[config.mk]
export PLATFORM = sky130hd
export DESIGN_NAME = cpld_bus_master_flat
export DESIGN_NICKNAME = d
export VERILOG_FILES = /design/src/rtl/cpld_bus_pkg.sv /design/src/rtl/cpld_bus_if.sv /design/src/rtl/cpld_bus_sync.sv /design/src/rtl/cpld_bus_master.sv /design/src/flat_wrapper.sv
export SDC_FILE = /design/constraint.sdc
export NUM_CORES = 1
export LEC_CHECK = 0
export CORE_MARGIN = 1
export CORE_UTILIZATION = 47
export CTS_CLUSTER_DIAMETER = 150
export CTS_CLUSTER_SIZE = 14
export DETAILED_ROUTE_END_ITERATION = 16
export HOLD_SLACK_MARGIN = 0.08
export PLACE_DENSITY = 0.81
export SYNTH_ARGS = -nofsm -noshare
export SYNTH_HDL_FRONTEND = slang
export SYNTH_HIERARCHICAL = 1
export SYNTH_SLANG_ARGS = --single-unit
[constraint.sdc]
create_clock -name clk -period 3.6 [get_ports clk]
set_input_delay 0.36 -clock clk [delete_from_list [all_inputs] [get_ports clk]]
set_output_delay 0.36 -clock clk [all_outputs]
set_load 0.02 [all_outputs]
[src/rtl/cpld_bus_pkg.sv]
// cpld_bus_pkg: op encodings, FSM state codes and small op helpers for the CPLD bus master
package cpld_bus_pkg;
  localparam logic [1:0] OP_WR_ADDR = 2'd0;
  localparam logic [1:0] OP_WR_DATA = 2'd1;
  localparam logic [1:0] OP_RD_DATA = 2'd2;
  localparam logic [1:0] OP_RD_ADDR = 2'd3;
  localparam logic [2:0] IDLE     = 3'd0;
  localparam logic [2:0] W_SETUP  = 3'd1;
  localparam logic [2:0] W_STROBE = 3'd2;
  localparam logic [2:0] W_HOLD   = 3'd3;
  localparam logic [2:0] R_TURN1  = 3'd4;
  localparam logic [2:0] R_WIN    = 3'd5;
  localparam logic [2:0] R_TURN2  = 3'd6;
  function automatic logic is_addr_op(input logic [1:0] op);
    return op == OP_WR_ADDR || op == OP_RD_ADDR;
  endfunction
  function automatic logic is_read_op(input logic [1:0] op);
    return op == OP_RD_DATA || op == OP_RD_ADDR;
  endfunction
endpackage

[src/rtl/cpld_bus_if.sv]
// cpld_bus_if: CPLD parallel register bus pins (data_rw/data_ready/data_addr/data_io/pulse_buffer_empty)
interface cpld_bus_if;
  logic        rw;
  logic        ready;
  logic        addr;
  logic [15:0] data_out;
  logic        data_oe;
  logic [15:0] data_in;
  logic        buffer_empty;
  modport master (output rw, ready, addr, data_out, data_oe, input data_in, buffer_empty);
  modport slave  (input rw, ready, addr, data_out, data_oe, output data_in, buffer_empty);
endinterface

[src/rtl/cpld_bus_sync.sv]
// cpld_bus_sync: 2-flop synchroniser plus registered rising-edge pulse
module cpld_bus_sync (
  input  logic clk,
  input  logic rst,
  input  logic d,
  output logic pulse
);
  logic [2:0] s;
  // s[1:0] synchronise, s[2] remembers the previous synchronised level
  always_ff @(posedge clk)
    if (rst) begin
      s     <= '0;
      pulse <= 1'b0;
    end else begin
      s     <= {s[1:0], d};
      pulse <= s[1] & ~s[2];
    end
endmodule

[src/rtl/cpld_bus_master.sv]
// cpld_bus_master: turns single-word commands into timed CPLD bus cycles and raises irq on buffer empty
module cpld_bus_master
  import cpld_bus_pkg::*;
#(
  parameter int unsigned SETUP_CYCLES  = 2,
  parameter int unsigned STROBE_CYCLES = 4,
  parameter int unsigned HOLD_CYCLES   = 2,
  parameter int unsigned TURN_CYCLES   = 2
) (
  input  logic              clk,
  input  logic              rst,
  input  logic              cmd_valid,
  output logic              cmd_ready,
  input  logic [1:0]        cmd_op,
  input  logic [15:0]       cmd_data,
  output logic              rsp_valid,
  output logic [15:0]       rsp_data,
  cpld_bus_if.master        bus,
  output logic              irq
);
  // the read window spans setup+strobe, which can exceed 255, so one extra counter bit
  localparam logic [8:0] LD_SETUP  = 9'(SETUP_CYCLES - 1);
  localparam logic [8:0] LD_STROBE = 9'(STROBE_CYCLES - 1);
  localparam logic [8:0] LD_HOLD   = 9'(HOLD_CYCLES - 1);
  localparam logic [8:0] LD_TURN   = 9'(TURN_CYCLES - 1);
  localparam logic [8:0] LD_WIN    = 9'(SETUP_CYCLES + STROBE_CYCLES - 1);
  logic [2:0]  state;
  logic [8:0]  cnt;
  logic        addr_q;
  logic [15:0] data_q;
  logic        last;
  assign last = cnt == '0;
  // phase sequencer: counter is loaded with (length-1) on entry, phase ends when it reaches 0
  always_ff @(posedge clk)
    if (rst) begin
      state     <= IDLE;
      cnt       <= '0;
      addr_q    <= 1'b0;
      data_q    <= '0;
      rsp_valid <= 1'b0;
      rsp_data  <= '0;
    end else begin
      rsp_valid <= 1'b0;
      cnt       <= last ? '0 : cnt - 9'd1;
      case (state)
        IDLE:
          if (cmd_valid) begin
            addr_q <= is_addr_op(cmd_op);
            if (is_read_op(cmd_op)) begin
              state <= R_TURN1;
              cnt   <= LD_TURN;
            end else begin
              data_q <= cmd_data;
              state  <= W_SETUP;
              cnt    <= LD_SETUP;
            end
          end
        W_SETUP:
          if (last) begin
            state <= W_STROBE;
            cnt   <= LD_STROBE;
          end
        W_STROBE:
          if (last) begin
            state <= W_HOLD;
            cnt   <= LD_HOLD;
          end
        W_HOLD:
          if (last) state <= IDLE;
        R_TURN1:
          if (last) begin
            state <= R_WIN;
            cnt   <= LD_WIN;
          end
        R_WIN:
          if (last) begin
            state     <= R_TURN2;
            cnt       <= LD_TURN;
            rsp_valid <= 1'b1;
            rsp_data  <= bus.data_in;
          end
        R_TURN2:
          if (last) state <= IDLE;
        default: state <= IDLE;
      endcase
    end
  // pin levels are pure functions of the phase; only R_WIN hands the bus to the CPLD
  assign cmd_ready    = state == IDLE;
  assign bus.rw       = state != R_WIN;
  assign bus.ready    = state == W_STROBE;
  assign bus.data_oe  = state == W_SETUP || state == W_STROBE || state == W_HOLD;
  assign bus.addr     = addr_q;
  assign bus.data_out = data_q;
  cpld_bus_sync u_sync (
    .clk  (clk),
    .rst  (rst),
    .d    (bus.buffer_empty),
    .pulse(irq)
  );
endmodule

[src/flat_wrapper.sv]
// flat-port wrapper written by rule: the top's interface ports become plain ports
module cpld_bus_master_flat import cpld_bus_pkg::*;
#(
  parameter int unsigned SETUP_CYCLES  = 2,
  parameter int unsigned STROBE_CYCLES = 4,
  parameter int unsigned HOLD_CYCLES   = 2,
  parameter int unsigned TURN_CYCLES   = 2
)
  (clk, rst, cmd_valid, cmd_ready, cmd_op, cmd_data, rsp_valid, rsp_data, irq, bus_rw, bus_ready, bus_addr, bus_data_out, bus_data_oe, bus_data_in, bus_buffer_empty);
  cpld_bus_if bus_i ();
  input  logic clk;
  input  logic rst;
  input  logic cmd_valid;
  output logic cmd_ready;
  input  logic [1:0] cmd_op;
  input  logic [15:0] cmd_data;
  output logic rsp_valid;
  output logic [15:0] rsp_data;
  output logic irq;
  output wire logic [$bits(bus_i.rw)-1:0] bus_rw;
  output wire logic [$bits(bus_i.ready)-1:0] bus_ready;
  output wire logic [$bits(bus_i.addr)-1:0] bus_addr;
  output wire logic [$bits(bus_i.data_out)-1:0] bus_data_out;
  output wire logic [$bits(bus_i.data_oe)-1:0] bus_data_oe;
  input wire logic [$bits(bus_i.data_in)-1:0] bus_data_in;
  input wire logic [$bits(bus_i.buffer_empty)-1:0] bus_buffer_empty;
  assign bus_rw = bus_i.rw;
  assign bus_ready = bus_i.ready;
  assign bus_addr = bus_i.addr;
  assign bus_data_out = bus_i.data_out;
  assign bus_data_oe = bus_i.data_oe;
  assign bus_i.data_in = bus_data_in;
  assign bus_i.buffer_empty = bus_buffer_empty;
  cpld_bus_master #(.SETUP_CYCLES(SETUP_CYCLES), .STROBE_CYCLES(STROBE_CYCLES), .HOLD_CYCLES(HOLD_CYCLES), .TURN_CYCLES(TURN_CYCLES)) u_core (.clk(clk), .rst(rst), .cmd_valid(cmd_valid), .cmd_ready(cmd_ready), .cmd_op(cmd_op), .cmd_data(cmd_data), .rsp_valid(rsp_valid), .rsp_data(rsp_data), .bus(bus_i), .irq(irq));
endmodule
==> results.txt <==
----------------------------------------------------
[Power and ir drop]
  Leakage power summed over all cells ... ~1.2 nW
  Peak supply drop ... 297 uV
  Pwr dens ... 601 nW/um^2

[Setup path]
  Cell with the biggest individual delay on the critical path ... sky130_fd_sc_hd__clkdlybuf4s50_1
  Worst Setup End Kind ... output port
  Chain of cells forming the critical path ... or3_1, inv_1, clkdlybuf4s50_1
  Worst path max stage delay ... approximately 0.60 ns
  Peak fanout along the critical path ... 19
  Launching element type of the critical path ... flip-flop
  Critical path class ... flip-flop to output port
  Worst EP arrival ... around 1.9 ns
  Required time reported for the critical path endpoint ... 3.24 ns

[Routing]
  Total iterations of the first detailed-routing run ... 4
  Routed len/inst ... approximately 13 um
  DR iter-0 viols ... slightly above 100
  Number of nets with antenna violations after detailed routing ... 0
  Vias/cell ... 5.06
  Vias after detailed routing ... approximately 1,800
  Remaining DRCs ... 0
  Post-Route WL ... roughly 4.5 mm

[Floorplan]
  Number of primary I/O pins ... 77
  Die area ... 4570 sq um
  Die width ... a little under 70 um
  Total number of placement rows ... 23
  Initial core utilization ... around half
  Vertical extent of the die ... slightly below 70 um
  Placeable core area ... between 4000 and 5000 sq um

[Layout]
  Layout overhead on the synthesized area ... 41.6%
  Most common cell after layout, fill and taps aside ... sky130_fd_sc_hd__clkdlybuf4s50_1
  Proportion of layout cells with a drive suffix above 1 ... 5.02%
  # diodes ... 0
  Net count, final ... 340
  Filler Cells Inserted ... about 320
  Most used cells in the layout excluding fill and tap cells ... sky130_fd_sc_hd__clkdlybuf4s50_1 (76), sky130_fd_sc_hd__dfxtp_1 (50), sky130_fd_sc_hd__nand2_1 (42)

[Worst hold path]
  Hold/Removal Path Class ... flip-flop to flip-flop

[STA]
  Tightest slew margin relative to the limit ... approximately 44%
  Period utilisation layout ... between 60% and 70%
  Unrepaired setup endpoints after global routing ... false
  Slew at the pin with the worst max-slew slack ... roughly 0.83 ns
  Post-layout min period ... 2.27 ns
  Final Hold Fails ... 0
  Slack of the critical path ... 1.33 ns
  Pins Over Slew Limit ... 0
  Highest clock rate ... about 440 MHz
  Summed negative setup slack over all endpoints ... 0 ns
  Final setup fails ... 0
  Worst clock skew ... 0.00878 ns

[Clocking]
  Post-CTS Hold Fix Bufs ... 0
  TritonCTS buffer count ... 5
  Post-CTS sizing ... 0
  Clock Tree Buf Depth ... 2
  Worst-skew pair later-pin latency ... approximately 0.3 ns
  Root buf cell ... sky130_fd_sc_hd__clkbuf_8
  Clock tree from TritonCTS ... done
  H-tree depth ... 2
  Clock-pin slew of the registers on the worst-case setup and hold paths ... 0.09 ns
  TritonCTS sink count ... 50
  Buffers inserted by post-CTS timing repair ... 0

[Global routing]
  Maximum number of pins on one net before global-route repair ... 25
  Antenna violations before repair ... 0
  Overall fraction of global-route tracks in use ... a little over a fifth
  Number of global-route vias before repair ... between 1,500 and 2,000
  Total global routing overflow ... 0
  Global-route wire length before repair ... 7.18 mm

[Placement]
  Global placement routability congestion ... 0.744
  Count of buffers from port buffering ... 76
  Post-placement worst setup slack ... between 1 and 1.5 ns
  Estimated wirelength of the detail-placed design ... about 3.2 mm

[Run status]
  Status ... finished, final reports clean

[Yosys]
  Post-synthesis cell type count ... 34
  Xor and xnor area share after synthesis ... around 1.7%
  Adder-Cell Fraction of Synth Area ... between 1.5 and 2%
  Syn Nets ... ~270
  Number of register bits inferred by synthesis ... 50
  Average size of a mapped cell ... just under 9 sq um
  Syn Inst Count ... ~230
  Share of synthesized area spent on multiplexers ... under 10%
  Synthesis Warnings ... 6
  Synthesized-area fraction occupied by ao, oa, aoi and oai cells ... under 10%
  Dominant combinational cell family by area after synthesis ... simple AND/OR/NAND/NOR gates
  Netlist area before placement ... approximately 2000 sq um
  Sequential cell area fraction in the yosys report ... around half
  Simple-gate portion of the synthesized area ... ~24%

[Run]
  Maximum Capacitance Violations ... 0

----------------------------------------------------
==> Yosys cell counts <==
| cell | n | share of area, % |
|---|---|---|
| sky130_fd_sc_hd__inv_1 | 5 | 0.93 |
| sky130_fd_sc_hd__nand3_1 | 1 | 0.25 |
| sky130_fd_sc_hd__nor3_4 | 1 | 0.80 |
| sky130_fd_sc_hd__mux2i_1 | 16 | 7.9 |
| sky130_fd_sc_hd__buf_6 | 3 | 1.7 |
| sky130_fd_sc_hd__a21oi_1 | 25 | 6.2 |
| sky130_fd_sc_hd__nor4b_1 | 2 | 0.87 |
| sky130_fd_sc_hd__nand4_1 | 1 | 0.31 |
| sky130_fd_sc_hd__nor2_1 | 32 | 5.9 |
| sky130_fd_sc_hd__ha_1 | 3 | 1.9 |
| sky130_fd_sc_hd__or3_1 | 2 | 0.62 |
| sky130_fd_sc_hd__o31ai_1 | 1 | 0.37 |
| sky130_fd_sc_hd__a31oi_1 | 3 | 0.93 |
| sky130_fd_sc_hd__nor4b_2 | 1 | 0.74 |
| sky130_fd_sc_hd__dfxtp_1 | 50 | 49 |
| sky130_fd_sc_hd__nand2_1 | 42 | 7.8 |
| sky130_fd_sc_hd__nor3_2 | 1 | 0.49 |
| sky130_fd_sc_hd__mux2_2 | 1 | 0.56 |
| sky130_fd_sc_hd__nor2b_1 | 5 | 1.5 |
| sky130_fd_sc_hd__o21a_1 | 1 | 0.37 |
| sky130_fd_sc_hd__a2111oi_0 | 1 | 0.43 |
| sky130_fd_sc_hd__buf_4 | 1 | 0.37 |
| sky130_fd_sc_hd__clkbuf_1 | 7 | 1.3 |
| sky130_fd_sc_hd__nor3b_1 | 3 | 1.1 |
| sky130_fd_sc_hd__or4_1 | 1 | 0.37 |
| sky130_fd_sc_hd__a32oi_1 | 1 | 0.43 |
| sky130_fd_sc_hd__buf_2 | 1 | 0.25 |
| sky130_fd_sc_hd__nor4_1 | 1 | 0.31 |
| sky130_fd_sc_hd__or4b_4 | 2 | 1.4 |
| sky130_fd_sc_hd__xnor2_1 | 4 | 1.7 |
| sky130_fd_sc_hd__nor3b_2 | 1 | 0.62 |
| sky130_fd_sc_hd__nor3_1 | 2 | 0.49 |
| sky130_fd_sc_hd__nor4_2 | 1 | 0.62 |
| sky130_fd_sc_hd__o21ai_0 | 4 | 0.99 |
==> layout make-up <==
class	instances	area (sq um)	area share (%)
flip-flops and latches	50	1000	34.9
clock buffers	7	76.3	2.66
inverters	5	18.8	0.655
multi-input cells	159	931	32.5
well taps	50	62.6	2.18
repair buffers	78	776	27.1
==> report_power, final <==
part	switching, mW	internal, mW
combinational	0.359	0.328
sequential	0.0962	0.635
clock	0.170	0.134
==> worst paths after layout <==
check,startpoint,end,slack [ns],cells past startpoint
setup / recovery,u_core/state[2],cmd_ready,1.33,3
hold / removal,u_core/u_sync/s[2],u_core/u_sync/pulse,0.42,1
setup reg to reg,u_core/cnt[0],u_core/state[0],1.52,6
hold reg to reg,u_core/u_sync/s[2],u_core/u_sync/pulse,0.42,1
==> registers in the layout, indices dropped and copies added, names as in the netlist <==
register and flops:
u_core/bus.data_out 16, u_core/u_sync/pulse 1, u_core/bus.addr 1, u_core/cnt 9, u_core/rsp_data 16, u_core/u_sync/s 3, u_core/rsp_valid 1, u_core/state 3
==> cells by family (layout without fill, tap and decap cells) <==
logic type	count (synthesis)	in the layout
flops	50	50
compound gates	36	36
buf+inv	17	90
simple gates	99	99
fa+ha+maj	3	3
xor+xnor	4	4
mux	17	17
==> worst max-delay path, delay by kind of cell, from the launching register on <==
kind          cells  cell delay [ns]
buf+inv           2             0.67
simple gates      1             0.44
flops             1             0.49
==> per-stage QoR <==
step	total power, mW	utilization, %	instances	cell area (sq um)	hold slack [ns]
after floorplan	1.21	-	226	2020	0.387
after global placement	1.41	68.7	342	2790	0.407
after detailed placement	1.43	68.7	342	2790	0.417
after CTS	1.73	70.6	349	2870	0.428
after global routing	1.84	70.6	349	2870	0.450
final	1.72	70.6	349	2870	0.420
==> metal layers <==
| metal | global-route usage [%] | routed length, um | share of wire [%] | vias to the layer above |
|---|---|---|---|---|
| li1 | - | - | - | 904 |
| met1 | 25.8 | 1940 | 43 | 795 |
| met2 | 32.7 | 2120 | 47 | 52 |
| met3 | 6.93 | 301 | 6.7 | 14 |
| met4 | 10.4 | 114 | 2.5 | 0 |
| met5 | 0 | 0 | 0 | - |
No activity file was read; power rests on OpenSTA's default activity.
==> variant, RTL diff (same settings) <==
Reset style: asynchronous (`rst`), changed in 2 clocked blocks.
--- a/src/rtl/cpld_bus_sync.sv
+++ b/src/rtl/cpld_bus_sync.sv
@@ -7,7 +7,7 @@
 );
   logic [2:0] s;
   // s[1:0] synchronise, s[2] remembers the previous synchronised level
-  always_ff @(posedge clk)
+  always_ff @(posedge clk or posedge rst)
     if (rst) begin
       s     <= '0;
       pulse <= 1'b0;
--- a/src/rtl/cpld_bus_master.sv
+++ b/src/rtl/cpld_bus_master.sv
@@ -31,7 +31,7 @@
   logic        last;
   assign last = cnt == '0;
   // phase sequencer: counter is loaded with (length-1) on entry, phase ends when it reaches 0
-  always_ff @(posedge clk)
+  always_ff @(posedge clk or posedge rst)
     if (rst) begin
       state     <= IDLE;
       cnt       <= '0;
Check against the original RTL: differs if rst is asserted again (counterexample within 4 cycles, from zero or initial values and one cycle with rst high); with rst held inactive, the same outputs for 10 cycles.
==> variant against the unedited design <==
  * Total power is 6.0% lower
  * Final area rose by 6.8%
  * Area after synthesis rose by 6.7%
  * Hold slack got worse by 140 ps
  * Die area is 6.5% higher
  * Setup slack worse by 78 ps
  * Sequential cell count is the same
  * Critical path depth decreased by 1
  * Routed wire length down 3.3%
  * Non-clock buffer count decreased by 1
  * Cell count is 19% lower
  * Sequential share of layout area grew 5.9 points
  * Combinational power fell by 27%
  * Utilization fell by 0.81 points
  * Critical endpoint is now bus_ready
  * Largest cell class unchanged
==> variant: results (changes against the unedited design) <==
| Metric | Value |
|---|---|
| RD Place Congestion | `0.7792 (was 0.7441)` |
| Synth top cells by count | `dfrtp_1 (50), mux2_2 (24), inv_1 (10) (was dfxtp_1 (50), nand2_1 (42), nor2_1 (32))` |
| Clock root buffer | `clkbuf_8 (unchanged)` |
| Largest delay share family, worst path | `buffers and inverters (unchanged)` |
| Top post-synthesis cells by area | `dfrtp_1 (58%), mux2_2 (13%), mux2_4 (6.3%), ha_1 (1.7%), inv_1 (1.7%) (was dfxtp_1 (49%), mux2i_1 (7.9%), nand2_1 (7.8%), a21oi_1 (6.2%), nor2_1 (5.9%))` |
| Post-DP Area | `0.002962 mm² (was 0.002789 mm²)` |
| Largest net degree at the start of global routing | `47 (was 25)` |
| Post-CTS Setup Inserts | `0 (unchanged)` |
| First drt pass iteration count | `4 (unchanged)` |
| Netlist cell types | `40 (was 34)` |
| CTS Buf Count | `5 (unchanged)` |
| Port buffer count | `76 (unchanged)` |
| Sequential area share after synthesis | `0.5794 (was 0.4947)` |
| Diode count | `0 (unchanged)` |
| Number of global-route vias before repair | `1568 (was 1610)` |
| Initial DRC count | `163 (was 103)` |
| Cts repair resizes | `0 (unchanged)` |
| Hpwl dp | `3094 µm (was 3225 µm)` |
| Clk_lat worst skew | `300 ps (about the same)` |
| CTS Buffer Depth | `2 (unchanged)` |
| GRT Total Usage | `0.1981 (was 0.2104)` |
| Biggest cell delay along the critical path | `690 ps (was 600 ps)` |
| # fillers | `303 (was 315)` |
| Final #Nets | `272 (was 340)` |
| Arrival time worst endpoint | `1990 ps (was 1910 ps)` |
| Min-Delay Path Class | `input port to asynchronous set/reset pin (was register to register)` |
| Status | `finished, final reports clean (unchanged)` |
| Worst setup path startpoint | `u_core/state[2] (unchanged)` |
| Initial antenna violation count | `0 (unchanged)` |
| Highest-delay cell along the critical path | `clkdlybuf4s50_1 (unchanged)` |
| Slew @ Worst Pin | `934.0 ps (was 830.6 ps)` |
| Vias per cell | `5.338 (was 5.057)` |
| Fin Clk Skew | `4.665 ps (was 8.785 ps)` |
| Syn_nets | `194 (was 267)` |
| Leak pwr | `1.357 nW (was 1.159 nW)` |
| Clock transition at path regs | `90 ps (about the same)` |
| Ys async rst share | `1.000 (was 0)` |
| Crit Path Max Fanout | `11 (was 19)` |
| Post-Route WL | `4324 µm (was 4473 µm)` |
| First-pass GRT wire length | `7583 µm (was 7176 µm)` |
| Share of layout cells above drive strength 1 | `0.2198 (was 0.05017)` |
| VDD IR max | `0.3116 mV (was 0.2969 mV)` |
| H-tree depth | `2 (unchanged)` |
| Post-Synthesis Mean Instance Area | `14.11 µm² (was 8.952 µm²)` |
| Worst r2r src | `u_core/cnt[0] (unchanged)` |
| Final Non-Filler Cells | `284 (was 349)` |
| Synth warn | `6 (unchanged)` |
[variant: changes by cell type after synthesis, sizes merged, moves of 4 or more]
cell    before  now
dfxtp       50    0
dfrtp        0   50
nor2        32    5
mux2i       16    0
inv          5   10
a21oi       25    3
nand2       42    4
a211oi       0    4
mux2         1   33
[variant: routing by layer]
metal,vias up,share of wire,track usage
met4,0,0.019,0.06889
met3,8,0.072,0.06686
met1,747,0.42,0.2697
li1,705,-,-
met2,56,0.49,0.2970
met5,-,0,0
[variant: area by class of cell]
cell class	instances	area (µm²)	share of cell area
repair buffers	77	768.2	0.2510
clock buffers	6	82.58	0.02698
clock inverters	2	16.27	0.005315
inverters	10	37.54	0.01226
flip-flops and latches	50	1251	0.4088
multi-input cells	87	839.6	0.2743
well taps	52	65.06	0.02126
[variant: logic make-up after synthesis]
kind of cell,count (synthesis),share of synthesized area
simple gates,27,0.1002
buf+inv,16,0.03186
flops,50,0.5794
mux,33,0.1877
compound gates,23,0.07938
xor+xnor,1,0.004056
fa+ha+maj,3,0.01738
[variant: final timing paths]
kind                                       end  slack [ps]  cells past startpoint
max in group asynchronous   u_core/rsp_data[1]        2400                      2
min in group clk            u_core/u_sync/s[1]         360                      0
max reg2reg                 u_core/rsp_data[0]        1440                      5
min                        u_core/u_sync/pulse         280                      2
max                                  bus_ready        1250                      2
min reg2reg                 u_core/u_sync/s[1]         360                      0
[variant: metrics by stage]
| stage | power [mW] | setup WS [ps] |
|---|---|---|
| after floorplan | 1.086 | 1735 |
| after global placement | 1.266 | 1426 |
| after detailed placement | 1.285 | 1367 |
| after CTS | 1.635 | 1266 |
| after global routing | 1.724 | 1130 |
| final | 1.619 | 1253 |
[variant: report_power, final]
part | switching [mW] | internal [mW]
logic | 0.229 | 0.274
registers | 0.111 | 0.663
clock network | 0.185 | 0.158
total | 0.525 | 1.09
